**config.mk**
```make
export PLATFORM = sky130hd
export DESIGN_NAME = grad_update_sched
export DESIGN_NICKNAME = d
export VERILOG_FILES = /design/src/rtl/grad_sched_pkg.sv /design/src/rtl/grad_rr_arb.sv /design/src/rtl/grad_update_sched.sv
export SDC_FILE = /design/constraint.sdc
export NUM_CORES = 1
export LEC_CHECK = 0
export ABC_AREA = 0
export BUFFER_PORTS_ARGS = -buffer_cell sky130_fd_sc_hd__buf_2
export CAP_MARGIN = 5
export CORE_MARGIN = 2
export CORE_UTILIZATION = 25
export CTS_CLUSTER_DIAMETER = 60
export DETAILED_ROUTE_END_ITERATION = 8
export GPL_TIMING_DRIVEN = 1
export PLACE_DENSITY = 0.44
export SLEW_MARGIN = 20
export SYNTH_ARGS = -nofsm -noshare
export SYNTH_HDL_FRONTEND = slang
export SYNTH_SLANG_ARGS = --single-unit
export TNS_END_PERCENT = 30
```
**constraint.sdc**
```tcl
create_clock -name clk -period 2 [get_ports clk]
set_clock_uncertainty 0.1 [all_clocks]
set_input_delay 0.2 -clock clk [delete_from_list [all_inputs] [get_ports clk]]
set_output_delay 0.2 -clock clk [all_outputs]
set_load 0.03 [all_outputs]
```
**src/rtl/grad_sched_pkg.sv**
```systemverilog
// Shared state type and default sizes for the gradient update scheduler.
package grad_sched_pkg;

    localparam int unsigned GRAD_SCHED_CH     = 4;
    localparam int unsigned GRAD_SCHED_DATA_W = 24;

    typedef enum logic [1:0] {
        IDLE,
        LOAD,
        SEND,
        LDAC
    } grad_sched_state_t;

endpackage

```
**src/rtl/grad_rr_arb.sv**
```systemverilog
// Combinational round-robin picker: first pending slot after last_grant, wrapping mod CH.
module grad_rr_arb
    import grad_sched_pkg::*;
#(
    parameter int unsigned CH    = GRAD_SCHED_CH,
    parameter int unsigned IDX_W = $clog2(GRAD_SCHED_CH)
) (
    input  logic [CH-1:0]    pending,
    input  logic [IDX_W-1:0] last_grant,
    output logic             grant_valid,
    output logic [IDX_W-1:0] grant_idx
);

    always_comb begin
        int unsigned k;
        grant_valid = 1'b0;
        grant_idx   = '0;
        k           = 0;
        for (int unsigned i = 1; i <= CH; i++) begin
            k = (32'(last_grant) + i) % CH;
            if (!grant_valid && pending[k]) begin
                grant_valid = 1'b1;
                grant_idx   = k[IDX_W-1:0];
            end
        end
    end

endmodule

```
**src/rtl/grad_update_sched.sv**
```systemverilog
// Shares one gradient DAC serialiser between CH channel requesters (round-robin).
// Define GRAD_SCHED_LDAC_EN to emit a one-cycle load-DAC strobe after each burst.
module grad_update_sched
    import grad_sched_pkg::*;
#(
    parameter int unsigned CH     = GRAD_SCHED_CH,
    parameter int unsigned DATA_W = GRAD_SCHED_DATA_W
) (
    input  logic                  clk,
    input  logic                  rst_n,
    input  logic [CH*DATA_W-1:0]  req_data_i,
    input  logic [CH-1:0]         req_valid_i,
    output logic [DATA_W-1:0]     ser_data_o,
    output logic [$clog2(CH)-1:0] ser_ch_o,
    output logic                  ser_valid_o,
    input  logic                  ser_ready_i,
    output logic                  ldac_o,
    output logic [CH-1:0]         pending_o,
    output logic [CH-1:0]         overwrite_o,
    input  logic                  err_clr_i,
    output logic                  busy_o
);

    localparam int unsigned IDX_W = $clog2(CH);
`ifdef GRAD_SCHED_LDAC_EN
    localparam int unsigned CNT_W = $clog2(CH) + 1;
    logic [CNT_W-1:0] burst_cnt_q, burst_cnt_d;
`endif

    grad_sched_state_t state_q, state_d;
    logic [DATA_W-1:0] slot_q [CH];
    logic [DATA_W-1:0] slot_d [CH];
    logic [CH-1:0]     pending_q, pending_d;
    logic [CH-1:0]     overwrite_q, overwrite_d;
    logic [CH-1:0]     ovw_new;
    logic [IDX_W-1:0]  last_grant_q, last_grant_d;
    logic [IDX_W-1:0]  ser_ch_q, ser_ch_d;
    logic [DATA_W-1:0] ser_data_q, ser_data_d;
    logic              ser_valid_q, ser_valid_d;
    logic              grant_valid, do_grant, xfer, any_pend;
    logic [IDX_W-1:0]  grant_idx;

    grad_rr_arb #(
        .CH   (CH),
        .IDX_W(IDX_W)
    ) u_arb (
        .pending    (pending_q),
        .last_grant (last_grant_q),
        .grant_valid(grant_valid),
        .grant_idx  (grant_idx)
    );

    always_comb begin
        state_d      = state_q;
        slot_d       = slot_q;
        ser_valid_d  = ser_valid_q;
        ser_data_d   = ser_data_q;
        ser_ch_d     = ser_ch_q;
        last_grant_d = last_grant_q;
        ovw_new      = '0;
`ifdef GRAD_SCHED_LDAC_EN
        burst_cnt_d  = burst_cnt_q;
`endif
        do_grant = ((state_q == IDLE) || (state_q == LOAD)) && grant_valid;
        xfer     = ser_valid_q && ser_ready_i;

        // A capture on the slot being granted this cycle is not an overwrite: the old word is the one loaded.
        for (int unsigned n = 0; n < CH; n++) begin
            if (req_valid_i[n]) begin
                slot_d[n] = req_data_i[n*DATA_W +: DATA_W];
                if (pending_q[n] && !(do_grant && (grant_idx == IDX_W'(n)))) begin
                    ovw_new[n] = 1'b1;
                end
            end
        end

        pending_d = pending_q;
        if (do_grant) begin
            pending_d[grant_idx] = 1'b0;
        end
        pending_d   = pending_d | req_valid_i;
        any_pend    = |pending_d;
        overwrite_d = (overwrite_q & ~{CH{err_clr_i}}) | ovw_new;

        // IDLE grants straight into SEND so the first word is presented the cycle after it is pending;
        // LOAD is the re-arbitration cycle that spaces back-to-back words two cycles apart.
        case (state_q)
            IDLE, LOAD: begin
                if (do_grant) begin
                    ser_data_d   = slot_q[grant_idx];
                    ser_ch_d     = grant_idx;
                    last_grant_d = grant_idx;
                    ser_valid_d  = 1'b1;
                    state_d      = SEND;
                end else begin
                    state_d = IDLE;
                end
            end
            SEND: begin
                if (xfer) begin
                    ser_valid_d = 1'b0;
`ifdef GRAD_SCHED_LDAC_EN
                    burst_cnt_d = (burst_cnt_q == CNT_W'(CH)) ? burst_cnt_q : burst_cnt_q + 1'b1;
                    if (any_pend) begin
                        state_d = LOAD;
                    end else if (burst_cnt_d != '0) begin
                        state_d = LDAC;
                    end else begin
                        state_d = IDLE;
                    end
`else
                    state_d = any_pend ? LOAD : IDLE;
`endif
                end
            end
`ifdef GRAD_SCHED_LDAC_EN
            LDAC: begin
                burst_cnt_d = '0;
                state_d     = IDLE;
            end
`endif
            default: state_d = IDLE;
        endcase
    end

    always_ff @(posedge clk) begin
        if (!rst_n) begin
            state_q      <= IDLE;
            pending_q    <= '0;
            overwrite_q  <= '0;
            last_grant_q <= IDX_W'(CH - 1);
            ser_ch_q     <= '0;
            ser_data_q   <= '0;
            ser_valid_q  <= 1'b0;
            for (int unsigned n = 0; n < CH; n++) begin
                slot_q[n] <= '0;
            end
`ifdef GRAD_SCHED_LDAC_EN
            burst_cnt_q  <= '0;
`endif
        end else begin
            state_q      <= state_d;
            pending_q    <= pending_d;
            overwrite_q  <= overwrite_d;
            last_grant_q <= last_grant_d;
            ser_ch_q     <= ser_ch_d;
            ser_data_q   <= ser_data_d;
            ser_valid_q  <= ser_valid_d;
            slot_q       <= slot_d;
`ifdef GRAD_SCHED_LDAC_EN
            burst_cnt_q  <= burst_cnt_d;
`endif
        end
    end

    assign ser_data_o  = ser_data_q;
    assign ser_ch_o    = ser_ch_q;
    assign ser_valid_o = ser_valid_q;
    assign pending_o   = pending_q;
    assign overwrite_o = overwrite_q;
    assign busy_o      = (state_q != IDLE);
`ifdef GRAD_SCHED_LDAC_EN
    assign ldac_o      = (state_q == LDAC);
`else
    assign ldac_o      = 1'b0;
`endif

endmodule

```
# Yosys cells after proc, flatten, opt, wreduce, memory -nomap -nowiden
# Cells that the tools add are included.
# classes
muxes,37
n_eq_ne,7
n_reduce_logical,30
addsub,4
n_lt_le_gt_ge,7
bitwise,7
# op_table
operator,count
$bmux W24 S2,1
$mux W24,2
$mux W1,20
$lt A2 B3 Y1 const B,5
$logic_and A1 B1 Y1,14
$mux W2,6
$and A4 B4 Y4,2
$bmux W1 S2,4
$not A4 Y4,2
$or A4 B4 Y4,2
$logic_not A1 Y1,7
$eq A2 B2 Y1 const B,3
$add A2 B1 Y2 const B,2
$add A2 B2 Y2 const B,2
$eq A2 B1 Y1 const B,2
$logic_not A2 Y1,2
$mux W4,1
$ne A2 B2 Y1 const B,2
$pmux W2 S2,1
$reduce_bool A2 Y1,2
$reduce_or A4 Y1,1
$ge A3 B3 Y1 const B,1
$not A2 Y3,1
$reduce_and A3 Y1,1
other kinds (6),6
# totals
register_bits,135

# Longest topological paths before layout
# Gate-level depths: netlist (run 1).
# logic_depth
ltp_word,25
depth_mapped,8
mapped_depth_nobuf,5

# Hierarchy
# A second synthesis (run 1) with hierarchy kept.
# unflattened
hier_cells,524
hier_area_um2,5843.1
# modules_own_cells
module,cells_each,area_each_um2,n_inst
grad_update_sched,510,5751.8,1
grad_rr_arb,14,91.3,1

# Worst setup path after synthesis (run 1)
# No wires, ideal clock.
# synth_path
kind,reg2reg
from,"reg pending_q[0], in the netlist pending_o[0]"
to,"reg ser_data_q[10], in the netlist ser_data_o[10]"
slack_ns,0.106
arrival_time_ns,1.665
setup_time_ns,0.128
stages_incl_launch_ff,8
path_buffers,2
t_required_ns,1.772
path_cell_list,dfxtp_1 buf_2 inv_1 a311oi_2 nor2b_2 buf_6 a221oi_2 a31oi_1
# synth_via
elab_chain_cells,16
elab_cells_between_ends,28
cone_classes,mux: 19; bitwise: 1; reduce/logical: 8
# synth_rtl
element,line,text
"start, declared",grad_update_sched.sv:33,"logic [CH-1:0] pending_q, pending_d;"
"start signal, assigned",grad_update_sched.sv:143,pending_q <= pending_d;
$bmux W1 S2,grad_rr_arb.sv:21,if (!grant_valid && pending[k]) begin
$mux W1 (not written as such),grad_rr_arb.sv:21,
$mux W1,grad_rr_arb.sv:21,
$logic_not A1 Y1,grad_rr_arb.sv:21,
$logic_and A1 B1 Y1,grad_rr_arb.sv:21,
$mux W1,grad_rr_arb.sv:21,
$logic_not A1 Y1,grad_rr_arb.sv:21,
$logic_and A1 B1 Y1,grad_rr_arb.sv:21,
$mux W1,grad_rr_arb.sv:21,
$logic_not A1 Y1,grad_rr_arb.sv:21,
$logic_and A1 B1 Y1,grad_rr_arb.sv:21,
$mux W2,grad_rr_arb.sv:21,
$not A2 Y3 (not written as such),grad_update_sched.sv:90,ser_data_d = slot_q[grant_idx];
$bmux W24 S2,grad_update_sched.sv:90,
$mux W24 (not written as such) (2 in series),grad_update_sched.sv:90,
"end signal, assigned",grad_update_sched.sv:147,ser_data_q <= ser_data_d;
"end, declared",grad_update_sched.sv:38,"logic [DATA_W-1:0] ser_data_q, ser_data_d;"
# Several ways; a longest one is shown, not always the timed one. The select of a mux whose other input is x is not followed.
# A chain may end at the register's enable or synchronous reset.

# Worst setup path after layout (run 1)
# layout_path
from,reg last_grant_q[0]
to,"reg ser_data_q[12], in the netlist ser_data_o[12]"
# layout_via
elab_chain_cells,17
elab_cells_between_ends,32
cone_classes,add/sub: 4; mux: 19; bitwise: 1; reduce/logical: 8
# layout_rtl
element,line,text
"start, declared",grad_update_sched.sv:36,"logic [IDX_W-1:0] last_grant_q, last_grant_d;"
"start signal, assigned",grad_update_sched.sv:131,last_grant_q <= IDX_W'(CH - 1);
"start signal, assigned",grad_update_sched.sv:145,last_grant_q <= last_grant_d;
$add A2 B1 Y2,grad_rr_arb.sv:20,k = (32'(last_grant) + i) % CH;
$bmux W1 S2,grad_rr_arb.sv:21,
$mux W1 (not written as such),grad_rr_arb.sv:21,
$mux W1,grad_rr_arb.sv:21,
$logic_not A1 Y1,grad_rr_arb.sv:21,
$logic_and A1 B1 Y1,grad_rr_arb.sv:21,
$mux W1,grad_rr_arb.sv:21,
$logic_not A1 Y1,grad_rr_arb.sv:21,
$logic_and A1 B1 Y1,grad_rr_arb.sv:21,
$mux W1,grad_rr_arb.sv:21,
$logic_not A1 Y1,grad_rr_arb.sv:21,
$logic_and A1 B1 Y1,grad_rr_arb.sv:21,
$mux W2,grad_rr_arb.sv:21,
$not A2 Y3 (not written as such),grad_update_sched.sv:90,
$bmux W24 S2,grad_update_sched.sv:90,
$mux W24 (not written as such) (2 in series),grad_update_sched.sv:90,
# Several ways; a longest one is shown, not always the timed one. The select of a mux whose other input is x is not followed.

==> flow_metrics.py, run 1 <==
metrics = {
    "timing": {
        "min_period_ns": 1.94,
        "setup_tns_ns": 0,
        "hold_viol": 0,
        "finalSetupViolations": 0,
        "worst_pin_slew_ns": 0.576,
        "maxClockFrequency_mhz": 515,
        "drv_slew": 0,
        "holdWs_ns": 0.100,
        "period_share_pct": 97.0,
        "max-slew-margin-rel_pct": 61.5,
    },
    "worst_setup_path": {
        "worstSetupPathType": "register to register",
        "chain_of_cells_forming_the_critical_path": "nand2b_1 -> a211oi_2 -> nor2_4 -> a221oi_1 -> a31oi_1",
        "worst-endpoint-arrival_ns": 2.12,
        "endpoint_kind": "register",
        "worst-endpoint-required_ns": 2.18,
        "cp_top_family": "compound AO/OA/AOI/OAI gates",
        "cp_max_fo": 11,
        "critical_path.startpoint_type": "register",
        "timing.critical_path.slowest_cell_delay_ns": 0.48,
        "critPathSlowestCell": "a221oi_1",
        "cp.buffers_inverters": 0,
    },
    "global_routing": {
        "grt_start_max_net_pins": 49,
        "vias_in_the_first_global_route": 5343,
        "antenna_violations_before_repair": 0,
        "grt_overflow": 0,
        "wire_length_of_the_first_global_routing_pass_um": 30600,
        "grt_util_all_layers_pct": 16.6,
    },
    "die": {
        "die-area_um2": 25000,
        "io_pins": 141,
        "y_dimension_of_the_die_um": 158,
        "placement_row_count": 56,
        "coreArea_um2": 23400,
        "fp.dieW_um": 158,
        "start_util_pct": 25.4,
    },
    "layout": {
        "layout.area.seq_um2": 2700,
        "syn2layout_area_growth_pct": 48.4,
        "mostFrequentLayoutCells": "138 x buf_2, 134 x dfxtp_1, 105 x nor2b_1, 98 x dlygate4sd3_1, 96 x mux2i_1",
        "multiInputGateArea_um2": 3010,
        "drive_gt1_share_pct": 28.1,
        "most_common_library_cell_in_the_layout_ignoring_fill_and_taps": "buf_2",
        "nets": 929,
        "nFillCells": 2380,
    },
    "placement": {
        "placer_s_final_routability_congestion_estimate": 0.811,
        "portBuffers": 139,
        "detailed_place_hpwl_um": 14300,
    },
    "yosys": {
        "ys.warnings.count": 0,
        "avgSynthCellArea_um2": 10.2,
        "net_count_after_synthesis": 687,
        "synth-seq-area-share_pct": 45.4,
        "post_synth_main_area_contributors": "dfxtp_1 45%, mux2i_1 16%, nor2b_1 11%, nand3b_1 3.0%, a31oi_1 2.7%",
        "synth_edf_count": 0,
        "ys_async_sr_fraction_pct": 0,
        "flops_latches_synth": 135,
        "synthesis.area_um2": 5950,
        "largest_area_contributor_in_the_synthesized_netlist": "dfxtp_1",
        "synth_top_area_share_pct": 45.4,
        "post_synthesis_cells": 583,
        "synth_ff_type": "dfxtp_1",
        "post_synth_num_cell_types": 45,
    },
    "pwr": {
        "irDropWorstVdd_mv": 0.395,
        "static-leakage-power_nw": 3.75,
        "power.density_cell_area_nw_per_um2": 902,
    },
    "cts": {
        "clock-sinks": 135,
        "cts_tree": "built",
        "worst_skew_pair.late_latency_ns": 0.43,
        "cts_made_buffers": 17,
        "cts-root-to-sink-buffers": 2,
        "root_buffer_cell": "clkbuf_16",
        "clk_slew_on_worst_s_h_paths_ns": 0.06,
        "clock_tree.htree_level_count": 4,
    },
    "drt": {
        "detail_route.iter0.violations": 184,
        "drt_pass1_iterations": 4,
        "viasPerCell": 4.47,
        "drt.antenna.violating_nets": 0,
        "wl_per_cell_um": 17.6,
        "detail_route.drc_violations": 0,
        "vias": 5171,
        "wl_final_um": 20400,
    },
    "run_status": {
        "status": "complete, no violations",
    },
    "run": {
        "timing.max_cap.violations": 0,
    },
    "hold_path": {
        "min-delay-path-class": "primary input to register",
    },
}
## report_power, final
part           total, W  switching [W]  leakage (nW)  internal, W
clock           0.00314        0.00117         0.280      0.00198
combinational   0.00176       0.000966          2.35     0.000795
sequential      0.00306       0.000154          1.12      0.00291
## logic make-up after synthesis
group / Yosys count / synth area share (%)
simple gates: 187 / 19.2
flops: 135 / 45.4
compound gates: 107 / 14.1
mux: 96 / 16.2
buf+inv: 57 / 5.03
other cells: 1 / 0.0630
## final timing paths
path,startpoint,end,slack [ns],depth (start not counted)
hold reg to reg,overwrite_o[0],overwrite_o[0],0.38,2
setup reg to reg,last_grant_q[0],ser_data_o[12],0.06,5
setup / recovery,last_grant_q[0],ser_data_o[12],0.06,5
hold / removal,req_valid_i[0],overwrite_o[0],0.10,3
## layer usage
layer | GRT usage (%) | wire [um]
met1 | 20.8 | 9330
met3 | 4.27 | 884
met2 | 28.4 | 9900
met4 | 4.50 | 250
met5 | 0 | 0
## flip-flops by register name, summed over array words and instances (netlist names)
register	cells
ser_data_o	24
last_grant_q	2
overwrite_o	4
ser_valid_o	1
pending_o	4
slot_q	96
state_q	2
ser_ch_o	2
## layout make-up
class | instances | share of cell area (%)
clock inverter | 8 | 1.42
clock buffer | 22 | 5.14
inverter | 5 | 0.213
sequential | 135 | 30.6
antenna | 1 | 0.0283
multi-input combinational | 391 | 34.1
timing repair buffer | 275 | 23.9
tap | 319 | 4.52
## synthesized netlist by cell type, drive strengths merged, types with 8 or more instances
library cell    n
buf            29
mux2i          96
nor2b         107
nand3b         24
a21oi           8
o21ai          31
a221oi         24
clkbuf         23
a31oi          26
nor2           10
dfxtp         135
nand3          24
## timing repair
action / 4_1_cts / 5_1_grt
gates resized for setup: 4 / 7
buffers inserted: 0 / 1
gates cloned: 0 / 0
endpoints found under the setup margin: 20 / 22
pin swaps: 0 / 2
hold buffers: 98 / 0
hold endpoints to repair: 99 / 0
## worst min-delay path: cells and delay by family
family	cells	cell delay, ns
AO/OA/AOI/OAI	2	0.20
buffers and inverters	1	0.17
## metrics by stage
stage | setup slack, ns | cell area (um^2) | util (%) | cells | power [W]
floorplan | 0.106 | 5950 | - | 583 | 0.00406
global placement | -0.128 | 7200 | 30.8 | 1026 | 0.00470
detailed placement | -0.198 | 7200 | 30.8 | 1026 | 0.00472
CTS | 0.0104 | 8770 | 37.5 | 1154 | 0.00806
global route | -0.0139 | 8830 | 37.7 | 1155 | 0.00834
finish | 0.0600 | 8830 | 37.7 | 1156 | 0.00797
(Power assumes the default switching activity.)
==> run 2: changes to the inputs <==
- CTS_BUF_LIST: not set -> sky130_fd_sc_hd__clkbuf_4
==> flow_metrics.py, run 2 (synthesized netlist as in run 1, its figures left out) <==
metrics = {
    "run_status": {
        "status": "complete, no violations",
    },
    "worst_setup_path": {
        "endpoint_kind": "register",
        "r2r-start": "pending_o[3]",
        "rrSetupSlack_ns": 0.13,
        "cp_max_fo": 48,
        "r2r.worst_path.cells": 8,
        "worst-endpoint-arrival_ns": 2.23,
        "worst-endpoint-required_ns": 2.36,
        "worstSetupPathType": "register to register",
        "critical_path.startpoint_type": "register",
        "timing.rr.end": "ser_data_o[5]",
    },
    "placement": {
        "placer_s_final_routability_congestion_estimate": 0.811,
        "detailed_place_hpwl_um": 14300,
        "portBuffers": 139,
        "pre_cts_ws_ns": -0.198,
    },
    "run": {
        "timing.max_cap.violations": 0,
    },
    "timing": {
        "finalSetupViolations": 0,
        "min_period_ns": 1.87,
        "holdWs_ns": 0.0351,
        "worst_pin_slew_ns": 0.571,
        "rsz0062_at_grt": "false",
        "layout_setup_ws_ns": 0.126,
        "hold_viol": 0,
        "max-slew-margin-rel_pct": 61.9,
        "period_share_pct": 93.7,
        "drv_slew": 0,
        "maxClockFrequency_mhz": 534,
    },
    "layout": {
        "antenna-diode-count": 0,
        "drive_gt1_share_pct": 28.0,
        "top_register": "slot_q",
        "post-route-util_pct": 36.8,
        "most_common_library_cell_in_the_layout_ignoring_fill_and_taps": "buf_2",
        "nFillCells": 2401,
        "largest_reg_flops": 96,
        "syn2layout_area_growth_pct": 44.9,
        "mostFrequentLayoutCells": "138 x buf_2, 134 x dfxtp_1, 107 x dlygate4sd3_1, 105 x nor2b_1, 96 x mux2i_1",
        "nets": 938,
    },
    "cts": {
        "clock-sinks": 135,
        "root_buffer_cell": "clkbuf_4",
        "cts_made_buffers": 17,
        "clk_slew_on_worst_s_h_paths_ns": 0.12,
        "cts_tree": "built",
        "cts-root-to-sink-buffers": 2,
        "worst_skew_pair.late_latency_ns": 0.54,
        "clock_tree.htree_level_count": 4,
    },
    "hold_path": {
        "worstHoldStart": "rst_n",
        "timing.hold.worst_endpoint": "ser_data_o[9]",
        "worstHoldPathCells": 3,
        "min-delay-path-class": "primary input to register",
    },
    "die": {
        "y_dimension_of_the_die_um": 158,
        "die-area_um2": 25000,
        "io_pins": 141,
        "placement_row_count": 56,
        "start_util_pct": 25.4,
        "fp.dieW_um": 158,
        "coreArea_um2": 23400,
    },
    "pwr": {
        "total_power_w": 0.00673,
        "power.density_cell_area_nw_per_um2": 781,
        "irDropWorstVdd_mv": 0.343,
        "static-leakage-power_nw": 3.65,
    },
    "global_routing": {
        "grt_use_met1_pct": 20.6,
        "antenna_violations_before_repair": 0,
        "use_met3_pct": 4.11,
        "groute.layer.met2.usage_pct": 28.8,
        "grt_util_all_layers_pct": 16.5,
        "wire_length_of_the_first_global_routing_pass_um": 30700,
        "grt_start_max_net_pins": 49,
        "vias_in_the_first_global_route": 5400,
        "grt_overflow": 0,
        "busiest_layer": "met2",
    },
    "drt": {
        "detail_route.drc_violations": 0,
        "detail_route.iter0.violations": 185,
        "viasPerCell": 4.47,
        "wl_per_cell_um": 17.5,
        "drt_pass1_iterations": 4,
        "drt.antenna.violating_nets": 0,
        "vias": 5201,
        "wl_final_um": 20300,
    },
}
run 2: cell types whose count changed in the layout (fill, tap and decap cells not counted):
cell and delta:
clkbuf_8 -1, clkinv_1 +1, diode_2 -1, clkbuf_16 -17, a221oi_1 +1, a221oi_2 -1
dlygate4sd3_1 +9, clkbuf_1 -4, clkbuf_4 +21
run 2: per-stage QoR:
stage	cell area (um^2)	std cells	setup TNS, ns
final	8620	1164	0
after global routing	8620	1164	0
after detailed placement	7200	1026	-0.774
after floorplan	5950	583	0
after CTS	8570	1163	0
after global placement	7200	1026	-0.555
run 2: area by class of cell:
cell class / count / area [um^2] / area share, %
clock buffer: 21 / 158 / 1.83
inverter: 5 / 18.8 / 0.218
tap: 319 / 399 / 4.63
multi-input combinational: 391 / 3010 / 34.9
timing repair buffer: 284 / 2200 / 25.6
sequential: 135 / 2700 / 31.4
clock inverter: 9 / 129 / 1.50
run 2: worst max-delay path by stage:
| stage | startpoint | to | slack, ns | depth (start not counted) |
|---|---|---|---|---|
| final | pending_o[3] | ser_data_o[5] | 0.13 | 8 |
| after global routing | last_grant_q[0] | ser_data_o[22] | 0.01 | 6 |
| after CTS | pending_o[1] | ser_data_o[14] | 0.01 | 5 |
| after detailed placement | pending_o[1] | ser_data_o[18] | -0.20 | 5 |
| after global placement | pending_o[1] | ser_data_o[18] | -0.13 | 5 |
| after floorplan | pending_o[0] | ser_data_o[10] | 0.11 | 7 |
run 2: worst max-delay path, cell delays in order (launching register included):
cell,delay (ns)
dfxtp_1,0.39
buf_4,0.20
buf_4,0.14
nand2b_1,0.09
a21oi_4,0.23
nor3_4,0.06
buf_12,0.19
nand3b_1,0.19
a31oi_1,0.18
run 2: power breakdown:
part           internal (W)  switching (W)
Combinational      0.000811       0.000966
Sequential          0.00290       0.000154
Clock              0.000905       0.000994
Total               0.00462        0.00211
run 2: repair_timing:
item,CTS,global route
hold buffers,107,0
hold endpoints to repair,103,0
gates resized for setup,4,6
buffers inserted,0,1
cloned,0,0
pin swaps,0,3
setup endpoints to repair,21,24
run 2: metal layers:
layer,part of all wire (%),routed length (um)
met1,46,9310
met2,49,9900
met3,4.4,891
met4,1.2,244
met5,0,0
